### src/rtl/mem_wb_stage.sv
// MEM/WB pipeline stage: load alignment and extension at capture, a two-entry
// skid buffer between MEM and write-back, and a forwarding tap off the head.
module mem_wb_stage #(
    parameter int unsigned DATA_W     = 32,
    parameter int unsigned REG_ADDR_W = 5,
    parameter int unsigned OFF_W      = $clog2(DATA_W / 8)
) (
    input  logic                  clk,
    input  logic                  reset,
    input  logic                  in_valid,
    output logic                  in_ready,
    input  logic [DATA_W-1:0]     alu_result_in,
    input  logic [DATA_W-1:0]     read_data_in,
    input  logic [REG_ADDR_W-1:0] write_reg_in,
    input  logic                  mem_to_reg_in,
    input  logic                  reg_write_in,
    input  logic [1:0]            load_size_in,
    input  logic                  load_signed_in,
    input  logic [OFF_W-1:0]      byte_off_in,
    input  logic                  flush,
    output logic                  out_valid,
    input  logic                  out_ready,
    output logic [DATA_W-1:0]     wb_data_out,
    output logic [REG_ADDR_W-1:0] write_reg_out,
    output logic                  reg_write_out,
    output logic                  fwd_valid,
    output logic [REG_ADDR_W-1:0] fwd_reg,
    output logic [DATA_W-1:0]     fwd_data
);

    localparam logic [DATA_W-1:0] MASK_B     = DATA_W'(64'h0000_0000_0000_00FF);
    localparam logic [DATA_W-1:0] MASK_H     = DATA_W'(64'h0000_0000_0000_FFFF);
    localparam logic [DATA_W-1:0] MASK_W     = DATA_W'(64'h0000_0000_FFFF_FFFF);
    localparam logic [OFF_W-1:0]  HALF_ALIGN = ~OFF_W'(1);
    localparam logic [OFF_W-1:0]  WORD_ALIGN = ~OFF_W'(3);

    typedef enum logic [1:0] {
        EMPTY = 2'd0,
        ONE   = 2'd1,
        FULL  = 2'd2
    } state_t;

    state_t                  state;
    state_t                  state_nxt;

    logic [OFF_W-1:0]        eff_off;
    logic [DATA_W-1:0]       shifted;
    logic [DATA_W-1:0]       keep_mask;
    logic [DATA_W-1:0]       ext_mask;
    logic [DATA_W-1:0]       cap_data;
    logic                    sign_bit;
    logic                    cap_rw;

    logic                    acc;
    logic                    pop;
    logic                    load_h;
    logic                    load_s;
    logic                    h_from_s;

    logic                    valid_q;
    logic                    ready_q;
    logic [DATA_W-1:0]       h_data;
    logic [REG_ADDR_W-1:0]   h_reg;
    logic                    h_rw;
    logic [DATA_W-1:0]       s_data;
    logic [REG_ADDR_W-1:0]   s_reg;
    logic                    s_rw;

    // Capture value: aligned, size-truncated and extended load, or ALU result.
    always_comb begin
        eff_off   = '0;
        keep_mask = '1;
        sign_bit  = 1'b0;
        ext_mask  = '0;
        case (load_size_in)
            2'b00: begin
                eff_off   = byte_off_in;
                keep_mask = MASK_B;
            end
            2'b01: begin
                eff_off   = byte_off_in & HALF_ALIGN;
                keep_mask = MASK_H;
            end
            2'b10: begin
                eff_off   = byte_off_in & WORD_ALIGN;
                keep_mask = MASK_W;
            end
            default: begin
                eff_off   = '0;
                keep_mask = '1;
            end
        endcase
        shifted = read_data_in >> {eff_off, 3'b000};
        case (load_size_in)
            2'b00:   sign_bit = shifted[7];
            2'b01:   sign_bit = shifted[15];
            2'b10:   sign_bit = shifted[31];
            default: sign_bit = 1'b0;
        endcase
        if (load_signed_in && sign_bit) begin
            ext_mask = ~keep_mask;
        end
        cap_data = mem_to_reg_in ? ((shifted & keep_mask) | ext_mask) : alu_result_in;
    end

    // Writes to register 0 are folded in here so the output needs only one AND.
    assign cap_rw = reg_write_in & (write_reg_in != '0);

    assign acc = in_valid & ready_q;
    assign pop = valid_q & out_ready;

    always_ff @(posedge clk) begin
        if (reset) begin
            state <= EMPTY;
        end else begin
            state <= state_nxt;
        end
    end

    always_comb begin
        state_nxt = state;
        if (flush) begin
            state_nxt = EMPTY;
        end else begin
            case (state)
                EMPTY: if (acc) state_nxt = ONE;
                ONE: begin
                    if (acc && !pop) begin
                        state_nxt = FULL;
                    end else if (!acc && pop) begin
                        state_nxt = EMPTY;
                    end
                end
                FULL:    if (pop) state_nxt = ONE;
                default: state_nxt = EMPTY;
            endcase
        end
    end

    // Register-load strobes; flush suppresses every load.
    always_comb begin
        load_h   = 1'b0;
        load_s   = 1'b0;
        h_from_s = 1'b0;
        if (!flush) begin
            case (state)
                EMPTY: load_h = acc;
                ONE: begin
                    load_h = acc & pop;
                    load_s = acc & ~pop;
                end
                FULL:    h_from_s = pop;
                default: ;
            endcase
        end
    end

    always_ff @(posedge clk) begin
        if (reset) begin
            valid_q <= 1'b0;
            ready_q <= 1'b1;
            h_data  <= '0;
            h_reg   <= '0;
            h_rw    <= 1'b0;
            s_data  <= '0;
            s_reg   <= '0;
            s_rw    <= 1'b0;
        end else begin
            valid_q <= (state_nxt != EMPTY);
            ready_q <= (state_nxt != FULL);
            if (load_h) begin
                h_data <= cap_data;
                h_reg  <= write_reg_in;
                h_rw   <= cap_rw;
            end else if (h_from_s) begin
                h_data <= s_data;
                h_reg  <= s_reg;
                h_rw   <= s_rw;
            end
            if (load_s) begin
                s_data <= cap_data;
                s_reg  <= write_reg_in;
                s_rw   <= cap_rw;
            end
            if (flush) begin
                h_rw <= 1'b0;
                s_rw <= 1'b0;
            end
        end
    end

    assign in_ready      = ready_q;
    assign out_valid     = valid_q;
    assign wb_data_out   = h_data;
    assign write_reg_out = h_reg;
    assign reg_write_out = valid_q & h_rw;
    assign fwd_valid     = reg_write_out;
    assign fwd_reg       = h_reg;
    assign fwd_data      = h_data;

endmodule

### config.mk
export PLATFORM = sky130hd
export DESIGN_NAME = mem_wb_stage
export DESIGN_NICKNAME = d
export VERILOG_FILES = /design/src/rtl/mem_wb_stage.sv
export SDC_FILE = /design/constraint.sdc
export NUM_CORES = 1
export LEC_CHECK = 0
export CORE_MARGIN = 3
export CORE_UTILIZATION = 50
export CTS_CLUSTER_DIAMETER = 50
export DETAILED_ROUTE_END_ITERATION = 16
export GPL_ROUTABILITY_DRIVEN = 1
export GPL_TIMING_DRIVEN = 0
export PLACE_DENSITY = 0.93
export SYNTH_ARGS = -nofsm -noshare
export SYNTH_HDL_FRONTEND = slang
export SYNTH_SLANG_ARGS = --single-unit
export TNS_END_PERCENT = 1
### constraint.sdc
create_clock -name clk -period 3.1 [get_ports clk]
set_input_delay 0.62 -clock clk [delete_from_list [all_inputs] [get_ports clk]]
set_output_delay 0.62 -clock clk [all_outputs]
set_load 0.02 [all_outputs]
# After elaboration in Yosys (flattened, before gate mapping)
# Cells that the tools add are included.
[totals]
reg_bits = 80
in_bits = 81
elab_cells = 59
[op_classes]
eq_ne = 5
shifts = 1
muxes = 23
bitwise = 10
reduce_logical = 11
[ops]
columns = ["op", "count"]
rows = [
  ["2-to-1 mux 32 bit", 4],
  ["case mux 32 bit (2 select lines)", 1],
  ["AND 32 bit", 1],
  ["inverter 32 bit", 1],
  ["bitwise OR 32 bit", 1],
  [">> shifter 32 x 5 -> 32 bit", 1],
  ["2-to-1 mux 2 bit", 5],
  ["2-to-1 mux 5 bit", 2],
  ["2-to-1 mux 1 bit", 7],
  ["AND 1 bit", 6],
  ["case mux 2 bit (3 select lines)", 1],
  ["nonzero test 5 bit", 1],
  ["== test 2 x 1 -> 1 bit (second input constant)", 2],
  ["== test 2 bit (second input constant)", 2],
  ["logical NOT 2 bit", 2],
  ["case mux 2 bit (2 select lines)", 1],
  ["nonzero test 2 bit", 2],
  ["logical AND 1 bit", 3],
  ["case mux 1 bit (3 select lines)", 1],
  ["logical NOT 1 bit", 2],
  ["inequality test 2 bit (second input constant)", 1],
  ["case mux 1 bit (2 select lines)", 1],
  ["OR reduction 2 bit", 1],
  ["inverter 1 bit", 1],
]

# Logic depth before layout (Yosys ltp)
[logic_depth]
depth_word = 9
depth_mapped = 7

# Worst setup path before layout
# OpenSTA, ideal clock, no wires.
[synth_timing]
path_type = "input-to-reg"
from = "input port load_size_in[1]"
to = "register s_data[3]"
setup_time_ps = 134
arrival_ps = 1871
required_ps = 2966
slack_ps = 1094
path_stages = 6
path_buffers = 2
cell_sequence = "nand2b_1 -> buf_2 -> buf_2 -> mux4_1 -> mux2i_1 -> a211oi_1"
[synth_between]
elab_chain_len = 8
elab_cells_between_ends = 11
[synth_lines]
columns = ["element", "line", "rtl"]
rows = [
  ["from (decl)", "17", "input logic [1:0] load_size_in,"],
  ["== test 2 x 1 -> 1 bit or logical NOT 2 bit (tied branches)", "75, 94", ""],
  ["case mux 2 bit (2 select lines)", "75", "case (load_size_in)"],
  [">> shifter 32 x 5 -> 32 bit", "93", "shifted = read_data_in >> {eff_off, 3'b000};"],
  ["case mux 1 bit (3 select lines)", "94", "case (load_size_in)"],
  ["logical AND 1 bit", "100", "if (load_signed_in && sign_bit) begin"],
  ["2-to-1 mux 32 bit", "100", ""],
  ["bitwise OR 32 bit (*)", "103", "cap_data = mem_to_reg_in ? ((shifted & keep_mask) | ext_mask) : alu_result_in;"],
  ["2-to-1 mux 32 bit (*)", "103", ""],
  ["to (signal assigned)", "181", "s_data <= cap_data;"],
  ["to (decl)", "65", "logic [DATA_W-1:0] s_data;"],
]
# Every way passes the cells marked *; elsewhere a longest branch is shown, timed or not.
# A chain may end at the register's enable or synchronous reset.

# Worst setup path in the final report
[layout_timing]
from = "input port load_size_in[1]"
to = "register s_data[0]"
# The elaborated chain is that of the path after synthesis.

==> results.tsv <==
stage	metric	value	unit
placement	GP Congestion	0.9796	
synth	ys flop type	dfxtp_1	
global_route	first-pass GRT wire length	27420	microns
global_route	vias in the first global route	5309	
cells_and_area	commonest non-fill, non-tap cell in the layout	clkdlybuf4s50_1	
die	Die Width	103.6	microns
critical_path	Bufs and invs on worst path	2	
sta	Max-slew headroom	20.19	%
critical_path	CP startpoint	load_size_in[1]	
synth	yosys warns	0	
routing	post-route ant nets	0	
synth	Post-Syn Area	0.004766	sq mm
sta	final worst slack	0.2419	ns
run	Max Cap Violations	0	
sta	RSZ-0062 raised after global routing	false	
routing	routed wire length per instance	19.73	microns
cts	Reg clk slew, reported paths	0.10	ns
cts	post-CTS sizing	0	
synth	#FFs+latches synth	80	
critical_path	CP required	3.32	ns
critical_path	Top Family by Delay on Critical Path	simple AND/OR/NAND/NOR gates	
cts	CTS Buf Count	9	
critical_path	r2r startpoint	state[1]$_SDFF_PP0_	
cts	clock root buffer	clkbuf_8	
synth	Post-synth EDFFs	0	
placement	placed cell count	877	
cells_and_area	antenna cells	0	
cells_and_area	most frequent cells in the layout	158 x clkdlybuf4s50_1, 108 x nand2_1, 80 x dfxtp_1	
critical_path	critical path's slowest cell	nor3_1	
die	Rows	34	
critical_path	Worst setup EP type	flip-flop	
cts	CTS tree	built	
synth	register area share after synthesis	33.60	%
power_and_ir_drop	worst vdd ir	0.2127	mV
routing	Via Count	5453	
sta	Hold Fails Final Rpt	0	
cells_and_area	synth-to-layout area growth	40.43	%
global_route	total global-route track usage	31.24	%
sta	Worst Skew	0.01520	ns
critical_path	CP arrival	3.08	ns
sta	fmax	0.3499	GHz
sta	slew at the pin closest to its max-slew limit	1.188	ns
routing	Routed Wire Length	17620	microns
synth	Synth area leader	dfxtp_1	
sta	Final Max Slew Viols	0	
cells_and_area	layout cells sized above 1	11.73	%
global_route	largest net degree at the start of global routing	16	
cells_and_area	Cell Count, Final, Fillers Out	893	
die	core area	0.008976	sq mm
power_and_ir_drop	LEAKAGE	0.002510	uW
critical_path	CP startpoint kind	primary input	
cells_and_area	Finished Cell Area	0.006693	sq mm
routing	Initial DRT Pass Iterations	5	
placement	Final HPWL DP	13390	microns
routing	Starting DRT DRC Count	522	
critical_path	crit path kind	in -> reg	
sta	Sum Neg Setup Slack	0	ns
sta	Final period util	92.20	%
power_and_ir_drop	power per cell area	386.2	mW/mm^2
sta	Final min period	2.858	ns
min_path	worst hold path class	reg -> reg	
critical_path	CP max FO	10	
cts	post-CTS setup buffers	0	
routing	DR vias/cell	6.106	
placement	count of input and output buffers	158	
critical_path	Worst path max stage delay	0.94	ns
cts	H-tree level count	3	
die	die area	0.01074	sq mm
cts	CTS Hold Bufs	0	
synth	syn nets	674	
synth	post-synth top area share	33.60	%
cts	clock sinks	80	
min_path	Hold Startpoint	s_reg[2]$_SDFFE_PP0P_	
die	Initial Utilization	53.09	%
global_route	antenna violations before repair	0	
cts	Bufs on Longest Clock Path	2	
die	IO Pins	159	
synth	Area contributors post-synth	dfxtp_1 34%, nand2_1 8.5%, a21oi_1 7.0%	
run_status	outcome	complete, no violations	
placement	Placed Area	0.006505	sq mm
routing	DRC violations left	0	
placement	dpl ws	-0.02711	ns
cts	clk_lat worst skew	0.36	ns
synth	mean area per synthesized cell	8.037	sq um
synth	Gate Count Post-Synth	593	
sta	setup violators final	0	
die	Die H	103.6	microns
critical_path	worst-path cell chain	clkdlybuf4s50_1 > buf_4 > nor3_1 > mux4_1 > mux2i_1 > a211oi_1	
cells_and_area	nets	843	
synth	Unique masters post-synth	56	
synth	ys async rst share	0	%
global_route	remaining global-route overflow	0	
[routing by layer]
layer	global-route usage [%]	vias to the layer above	wire length (microns)	share of wire, %
li1	-	2452	-	-
met1	40.28	2519	6882	39
met2	51.54	417	8163	46
met3	5.162	65	1937	11
met4	13.96	0	639	3.6
met5	0	-	0	0
[cells by family after synthesis]
kind of cell,count (synthesis),synth area share (%)
AOI/OAI and AO/OA,179,26.10
DFF,80,33.60
and+or+nand+nor,200,19.66
buffers and inverters,106,12.37
muxes,28,8.270
[worst paths after layout]
kind	cells past startpoint	slack, ns	endpoint
max reg2reg	6	0.91	fwd_data[28]$_SDFFE_PP0P_
max	6	0.24	s_data[0]$_SDFFE_PP0P_
min	2	0.46	s_reg[2]$_SDFFE_PP0P_
min reg2reg	2	0.46	s_reg[2]$_SDFFE_PP0P_
[stage by stage]
step | utilization (%) | hold WS, ns | power (uW)
after floorplan | - | 0.4366 | 1493
after global placement | 72.47 | 0.4422 | 1825
after detailed placement | 72.47 | 0.4513 | 1841
after CTS | 74.56 | 0.4645 | 2562
after global routing | 74.56 | 0.4885 | 2656
final | 74.56 | 0.4647 | 2585
[synth_stat cells (2+ instances only)]
master       n
buf_4       40
dfxtp_1     80
nand2_1    108
buf_6        3
a221oi_1     9
nand3_1      3
nor3b_1     11
a311oi_1     5
a211oi_1     8
mux4_1       7
nor2b_1      2
a31o_2       7
nand3b_1    10
o22ai_1      5
inv_1       16
a31oi_1      4
o21ai_0     18
and2_1       2
and3_1       7
or3_1        3
a21oi_1     67
nor3_1      11
buf_2       14
a311o_1      6
o2bb2ai_1   15
nand2b_1     6
clkbuf_1    31
mux2i_1     21
o22a_1       4
o32ai_1     12
o21ai_1      3
a31oi_2      2
nor2_1      30
[worst register-to-register path: cells and delay by family, from the launching register on]
| family | cells | cell delay [ns] |
|---|---|---|
| flip-flops | 1 | 0.35 |
| AO/OA/AOI/OAI | 1 | 0.35 |
| buffers and inverters | 2 | 0.57 |
| AND/OR/NAND/NOR | 3 | 0.84 |
[report_power, final]
group / internal [uW] / total, uW / switching (uW)
registers: 1070 / 1110 / 35.5
logic: 355 / 727 / 372
clock network: 322 / 751 / 429
[final cells by class]
class                   count  area (sq um)
fillers                   687          2283
clock inverters             6         50.05
multi-input cells         407          2575
flip-flops and latches     80          1602
plain buffers              90         529.3
repair buffers            158          1582
inverters                  16         60.06
well taps                 126         157.7
clock buffers              10         137.6
(Power assumes the default switching activity.)
==> RTL change, RTL diff (same settings) <==
Re-encode `state_t` (3 states) as one-hot, 3 bits wide.
--- a/src/rtl/mem_wb_stage.sv
+++ b/src/rtl/mem_wb_stage.sv
@@ -34,10 +34,10 @@
     localparam logic [OFF_W-1:0]  HALF_ALIGN = ~OFF_W'(1);
     localparam logic [OFF_W-1:0]  WORD_ALIGN = ~OFF_W'(3);
 
-    typedef enum logic [1:0] {
-        EMPTY = 2'd0,
-        ONE   = 2'd1,
-        FULL  = 2'd2
+    typedef enum logic [2:0] {
+        EMPTY = 3'b001,
+        ONE   = 3'b010,
+        FULL  = 3'b100
     } state_t;
 
     state_t                  state;
Behaviour: no difference found for any inputs over 10 cycles, from zero or initial values and one cycle with reset high; not proved beyond that.
==> RTL change against the unedited design <==
Worst setup slack better by 0.24 ns; total power up 8.6%; utilization down 0.098 points; critical endpoint is now fwd_data[24]; clock power increased by 31%; synthesized cell count shrank 0.67%; area after synthesis fell by 2.7%; final area down 1.6%; largest power group unchanged; sequential cell count grew 1; routed wire length is 7.3% lower; combinational power fell by 2%.
==> RTL change: results (changes against the unedited design) <==
Yosys cell types: 49 (-13%)
Worst Path Arrival: 2.84 ns (-0.24 ns)
GPL Wtd Cong: 0.999 (+1.9%)
Synth top cells by count: dfxtp_1 (81), nand2_1 (75), nor2_1 (62)
Routed WL per cell: 18.8 µm (-4.7%)
FF-to-FF Start: state[2]
HPWL after DPL: 12,500 µm (-6.4%)
Via density: 6.21 (+1.7%)
reg-to-reg slack, setup: 0.99 ns (+0.08 ns)
final net count: 837 (-0.71%)
pin count of the biggest net entering global routing: 17 (+1)
Hold Crit Start: s_reg[2]
Synth area leaders: dfxtp_1 (35%), buf_4 (6.3%), nand2_1 (6.1%)
CTS H-tree lvls: 3 (unchanged)
placement-stage worst setup slack: 0.142 ns (+0.169 ns)
Peak VDD IR: 0.000273 V (+28%)
share of cells above drive strength 1: 0.109 (-0.00827)
DRT Pass-1 Iters: 8 (+3)
max incr delay on CP: 0.64 ns (-0.30 ns)
CP startpoint: byte_off_in[1]
register area share after synthesis: 0.350 (+0.0138)
hold crit path type: reg -> reg
Port Buffers: 156 (-1.3%)
Critical Path Sink: fwd_data[24]
f_max: 383 MHz (+9.3%)
Worst R2R End: s_reg[3]
Setup Skew: 0.00990 ns (-0.00529 ns)
outcome: finished, final reports clean
CP max-delay cell: clkdlybuf4s50_1
first-pass GRT wire length: 25,100 µm (-8.4%)
GRT Total Usage: 0.308 (-0.00476)
WHS Path Cells: 2 (unchanged)
DRT iter0 DRCs: 588 (+13%)
Lkg Pwr: 2.46 nW (-1.9%)
vias in the first global route: 4,997 (-5.9%)
relative slew slack: 0.543 (+0.342)
post-synth net total: 670 (-0.59%)
[RTL change: final cells by class]
cell class	instances	area (µm²)
Buffer	88	514
Clock buffer	9	124
Clock inverter	7	133
Fill cell	659	2260
Inverter	12	45.0
Multi-Input combinational cell	408	2450
Sequential cell	81	1620
Tap cell	108	135
Timing Repair Buffer	156	1560
[RTL change: metal layers]
metal	vias up	track usage	part of all wire
met5	-	0	0
met4	0	0.135	0.037
met3	56	0.0635	0.11
met2	424	0.522	0.48
met1	2506	0.377	0.37
li1	2410	-	-
[RTL change: through the flow]
step / hold WS [ns] / cells / cell area (µm²) / power (mW) / util
3_3_place_gp: 0.443 / 853 / 6330 / 1.81 / 0.716
2_1_floorplan: 0.437 / 589 / 4640 / 1.49 / -
5_1_grt: 0.488 / 869 / 6590 / 2.89 / 0.745
3_5_place_dp: 0.448 / 853 / 6330 / 1.83 / 0.716
6_report: 0.459 / 869 / 6590 / 2.81 / 0.745
4_1_cts: 0.461 / 869 / 6590 / 2.79 / 0.745
[RTL change: kinds of logic after synthesis]
kind of cell	share of synthesized area
and+or+nand+nor	0.231
AOI/OAI and AO/OA	0.231
buffers and inverters	0.121
DFF	0.350
muxes	0.0659
xor gates and xnor gates	0.00189
[RTL change: critical path: cells and delay by family]
family | cells | cell delay [ns]
mux | 1 | 0.39
compound gates | 4 | 0.87
buf+inv | 2 | 0.96
[RTL change: report_power, final]
part	switching [mW]	total (mW)	internal [mW]
registers	0.0333	1.11	1.08
logic	0.355	0.710	0.355
clock network	0.432	0.987	0.555
total	0.820	2.81	1.99
